===== src/rtl/comb_tdm.sv =====
// Time-division-multiplexed CIC comb: M cascaded differentiators y = x - x[-N],
// with an independent delay history per channel sharing one arithmetic path.
module comb_tdm #(
  parameter int unsigned M    = 1,
  parameter int unsigned N    = 2,
  parameter int unsigned BITS = 10,
  parameter int unsigned CH   = 4,
  parameter int unsigned CHW  = (CH > 1) ? $clog2(CH) : 1
) (
  input  logic                   clk,
  input  logic                   rst,
  input  logic signed [BITS-1:0] stream_in,
  input  logic [CHW-1:0]         chan_in,
  input  logic                   valid,
  input  logic                   bypass,
  input  logic                   clear,
  output logic signed [BITS-1:0] stream_out,
  output logic [CHW-1:0]         chan_out,
  output logic                   ready
);

  // History is sized to the full tag range so any tag value indexes in bounds.
  localparam int unsigned CH_SLOTS = 1 << CHW;

  logic [BITS-1:0] hist_q [M][CH_SLOTS][N];
  logic [BITS-1:0] data_q [M];
  logic [CHW-1:0]  chan_q [M];
  logic            byp_q  [M];
  logic            vld_q  [M];

  logic [BITS-1:0] stg_x [M];
  logic [CHW-1:0]  stg_c [M];
  logic            stg_b [M];
  logic            stg_v [M];
  logic            chan_ok;

  // Stage inputs: stage 0 from the ports, later stages from the previous register.
  always_comb begin
    chan_ok = (32'(chan_in) < CH);
    for (int s = 0; s < int'(M); s++) begin
      if (s == 0) begin
        stg_x[s] = stream_in;
        stg_c[s] = chan_in;
        stg_b[s] = bypass;
        stg_v[s] = valid && chan_ok;
      end else begin
        stg_x[s] = data_q[s-1];
        stg_c[s] = chan_q[s-1];
        stg_b[s] = byp_q[s-1];
        stg_v[s] = vld_q[s-1];
      end
    end
  end

  always_ff @(posedge clk) begin
    if (rst || clear) begin
      for (int s = 0; s < int'(M); s++) begin
        vld_q[s] <= 1'b0;
        for (int c = 0; c < int'(CH_SLOTS); c++) begin
          for (int k = 0; k < int'(N); k++) begin
            hist_q[s][c][k] <= '0;
          end
        end
        // Clear alone keeps data/tag registers so the output holds its last value.
        if (rst) begin
          data_q[s] <= '0;
          chan_q[s] <= '0;
          byp_q[s]  <= 1'b0;
        end
      end
    end else begin
      for (int s = 0; s < int'(M); s++) begin
        vld_q[s] <= stg_v[s];
        if (stg_v[s]) begin
          data_q[s] <= stg_b[s] ? stg_x[s]
                                : BITS'(stg_x[s] - hist_q[s][stg_c[s]][N-1]);
          chan_q[s] <= stg_c[s];
          byp_q[s]  <= stg_b[s];
          for (int k = 1; k < int'(N); k++) begin
            hist_q[s][stg_c[s]][k] <= hist_q[s][stg_c[s]][k-1];
          end
          hist_q[s][stg_c[s]][0] <= stg_x[s];
        end
      end
    end
  end

  assign stream_out = data_q[M-1];
  assign chan_out   = chan_q[M-1];
  assign ready      = vld_q[M-1];

endmodule


===== config.mk =====
export PLATFORM = sky130hd
export DESIGN_NAME = comb_tdm
export DESIGN_NICKNAME = d
export VERILOG_FILES = /design/src/rtl/comb_tdm.sv
export SDC_FILE = /design/constraint.sdc
export NUM_CORES = 1
export LEC_CHECK = 0
export CORE_MARGIN = 2
export CORE_UTILIZATION = 58
export DETAILED_ROUTE_END_ITERATION = 6
export PLACE_DENSITY = 0.9
export SYNTH_ARGS = -nofsm -noshare
export SYNTH_HDL_FRONTEND = slang
export SYNTH_SLANG_ARGS = --single-unit

===== constraint.sdc =====
create_clock -name clk -period 4.4 [get_ports clk]
set_input_delay 0.66 -clock clk [delete_from_list [all_inputs] [get_ports clk]]
set_output_delay 0.66 -clock clk [all_outputs]
set_load 0.01 [all_outputs]

==> results summary <==
In the final layout, the share of cells above drive strength 1 is 0.0923. Pin placement for this block handled 30 I/O pins. The floorplan die width is 90.0 microns. The number of antenna violations at the first check in global routing came out at 0. The post-synthesis mux area share came out at 0.116. Across the VDD grid, the largest voltage drop is 0.225 mV. For this run, design rule violations remaining after detail routing come to 0.

The biggest area contributor in the post-synthesis netlist is sky130_fd_sc_hd__dfxtp_1. The count of nets after finishing is 488. The total power divided by cell area is 349 nW/um^2. The port buffer count came out at 29. The data required time of the critical path came out at 4630 ps. The average vias per placed instance came out at 6.10.

The clock latency reported for the late side of the worst-skew pair came out at 370 ps. Yosys attributes the largest share of cell area to sky130_fd_sc_hd__dfxtp_1, sky130_fd_sc_hd__edfxtp_1, sky130_fd_sc_hd__nand2_1, sky130_fd_sc_hd__mux4_2, sky130_fd_sc_hd__a21oi_1. The minimum clock period after layout is 3420 ps.

The worst pin sits at a relative slew slack of 0.240. The share of the clock period used by the worst path after layout is 0.777. The overall routed net length came out at 10.3 mm. The number of distinct library cell variants in the gate-level netlist after synthesis came out at 38. The setup skew after layout came out at 10.0 ps.

The portion of synthesized cell area occupied by the leading cell type came out at 0.284. The number of DRC markers in iteration 0 came out at 291. The number of failing hold endpoints at the final stage is 0. The routed via count came out at 3445.

Yosys instantiated no cell more often than sky130_fd_sc_hd__nand2_1. The critical path data arrival time came out at 3640 ps. In this run, synthesis produced a sequential element count of 93. The core footprint came out at 7210 sq um. The initial core utilization came out at 0.595. Buffers inserted to repair hold after CTS numbered 0.

The final global-route overflow total is 0. After synthesis the cells add up to 4290 sq um. Setup repair after global routing left no endpoint under its margin. TritonCTS built the clock tree.

Gates resized during post-CTS repair numbered 0. The global-route usage over all layers came out at 0.267. The fraction of registers with async set or reset after synthesis came out at 0. The synthesized-area fraction occupied by xor and xnor cells came out at 0.00816.

The total number of H-tree levels came out at 3. The leakage power came out at 1.69 nW. The maximum fanout along the worst path came out at 10.

In this run the worst hold path is classified as flip-flop to flip-flop. The number of antenna diodes in the final layout is 0. STA classifies the critical path startpoint as an input port. The setup TNS after final layout came out at 0 ps. The slew at the pin with the worst max-slew slack came out at 1140 ps. The final weighted congestion of routability-driven global placement came out at 0.888. The first detailed-routing pass ran for 6 iterations.

The die area is 8110 sq um. The initialized floorplan defines 31 standard-cell rows. The number of buffers added by the clock tree synthesis step is 9. The detailed-placement wirelength estimate is 6.76 mm. The reported max-cap violation count came out at 0. After synthesis, the largest family of logic cells by area is simple AND/OR/NAND/NOR gates. In the synthesized netlist, the number of instances is 441. The net count after synthesis is 468. After synthesis, the most frequently instantiated cells are sky130_fd_sc_hd__nand2_1, sky130_fd_sc_hd__a21oi_1, sky130_fd_sc_hd__dfxtp_1. The tree built by TritonCTS fans out to 93 sinks. The post-synthesis compound-gate area fraction is 0.104. The vertical die dimension came out at 90.0 microns. After clock tree synthesis, the clock-pin slew on the worst setup and hold paths is 90 ps.

The maximum buffer depth of the clock tree came out at 2. The portion of total power attributed to sequential cells is 0.538. The number of setup violations in the final report came out at 0. The routed wirelength normalized by instance count is 18.2 microns. Internal power comes to 0.00130 W. Derived from the worst setup path, the maximum achievable clock frequency is 293 MHz. Among all flip-flop cells after synthesis, the most frequent one is sky130_fd_sc_hd__dfxtp_1. The root buffer cell chosen for the clock tree is sky130_fd_sc_hd__clkbuf_8. The flow ran to the end, and the final reports show no timing, DRC or antenna violations. The proportion of synthesized chip area in sequential cells came out at 0.508. Counting flops with a built-in enable in the synthesized netlist gives 32. The via count of the first global-routing pass came out at 3451. The critical path in this run is classified as input port to flip-flop. The type of destination of the critical path is a flip-flop.

Averaged over all synthesized cells, the footprint is 9.74 sq um. The net switching fraction of the power is 0.234. The count of final max-slew check failures came out at 0. The maximum number of pins on one net before global-route repair is 61.

The analysis attributes to net switching a power of 0.000397 W. Total power for the finished layout comes to 0.00170 W. Of the total power, combinational logic draws 0.097.

Buffers added to address setup during post-CTS repair amount to 0. The post-synthesis share of cell area spent on full adders, half adders and majority gates is 0.0309. The number of synthesis warnings is 0. The first-pass GRT wire length came out at 16.9 mm. The simple logic cell fraction of the synthesized area is 0.191.

The growth of design area from synthesis to finish came out at 13.1%. The number of nets with antenna violations after detailed routing came out at 0. The share of total power dissipated in the clock network is 0.364.
worst paths after layout:
| path | startpoint | endpoint | slack [ps] | cells after the start |
|---|---|---|---|---|
| max | chan_in[0] | data_q[0][6] | 980 | 10 |
| max reg2reg | hist_q[0][60] | data_q[0][6] | 1640 | 9 |
| min reg2reg | hist_q[0][17] | hist_q[0][7] | 460 | 2 |
| min | hist_q[0][17] | hist_q[0][7] | 460 | 2 |
cells in the final DEF (no fill, tap or decap), types with 3 or more instances in the layout:
master and count:
sky130_fd_sc_hd__nor2b_1 6, sky130_fd_sc_hd__nand2_1 127, sky130_fd_sc_hd__edfxtp_1 32, sky130_fd_sc_hd__a21oi_1 66, sky130_fd_sc_hd__and3_1 12, sky130_fd_sc_hd__xnor2_1 4, sky130_fd_sc_hd__nor3_1 4, sky130_fd_sc_hd__and2_1 9
sky130_fd_sc_hd__mux2i_1 4, sky130_fd_sc_hd__ha_1 9, sky130_fd_sc_hd__mux4_2 18, sky130_fd_sc_hd__nand2b_1 6, sky130_fd_sc_hd__nor2_1 13, sky130_fd_sc_hd__inv_1 11, sky130_fd_sc_hd__dfxtp_1 61, sky130_fd_sc_hd__clkbuf_8 9
sky130_fd_sc_hd__o21a_1 5, sky130_fd_sc_hd__buf_4 10, sky130_fd_sc_hd__clkdlybuf4s50_1 29, sky130_fd_sc_hd__o21ai_0 3
final cells by class:
type	instances	area, sq um
fillers	560	2360
flip-flops and latches	93	2180
multi-input cells	307	1930
repair buffers	39	365
clock buffers	10	128
well taps	99	124
clock inverters	6	83.8
inverters	11	41.3
per-stage QoR:
step                       util  setup WS (ps)  cells  instance area, sq um  hold slack [ps]
after floorplan               -           1140    441                  4290              433
after detailed placement  0.644            641    549                  4650              451
after global placement    0.644            761    549                  4650              441
final                     0.673            982    565                  4860              463
after CTS                 0.673           1030    565                  4860              464
after global routing      0.673            864    565                  4860              481
logic make-up (layout without fill, tap and decap cells):
family | count (synthesis) | after routing
muxes | 24 | 24
xor gates and xnor gates | 4 | 4
buffers and inverters | 41 | 66
DFF | 93 | 93
AOI/OAI and AO/OA | 82 | 82
adders and majority gates | 10 | 10
and+or+nand+nor | 187 | 187
per-layer routing:
layer / wire (microns) / part of all wire / global-route usage / vias up
met5: 0 / 0 / 0 / -
met3: 979 / 0.095 / 0.0511 / 29
met1: 3940 / 0.38 / 0.340 / 1653
li1: - / - / - / 1562
met2: 5090 / 0.50 / 0.442 / 201
met4: 265 / 0.026 / 0.126 / 0
sequential cells by signal (all words and copies together) (netlist names):
register and cells:
hist_q 80, chan_q 2, vld_q 1, data_q 10
power by group through the flow:
stage | Clock (W) | Combinational [W] | Sequential, W
2_1_floorplan | 0 | 0.0000939 | 0.000935
4_1_cts | 0.000621 | 0.000162 | 0.000913
5_1_grt | 0.000656 | 0.000176 | 0.000915
3_3_place_gp | 0 | 0.000156 | 0.000931
3_5_place_dp | 0 | 0.000161 | 0.000933
6_report | 0.000618 | 0.000165 | 0.000913
worst max-delay path, stage by stage:
cell                              delay [ps]
sky130_fd_sc_hd__clkdlybuf4s50_1         800
sky130_fd_sc_hd__mux4_2                  380
sky130_fd_sc_hd__ha_1                    230
sky130_fd_sc_hd__fa_1                    380
sky130_fd_sc_hd__and2b_1                 250
sky130_fd_sc_hd__o21a_1                  140
sky130_fd_sc_hd__o21a_1                  180
sky130_fd_sc_hd__o21ai_0                 100
sky130_fd_sc_hd__or4_1                   400
sky130_fd_sc_hd__nand3_1                 100
Note: power is estimated with default switching activity, not from simulation.
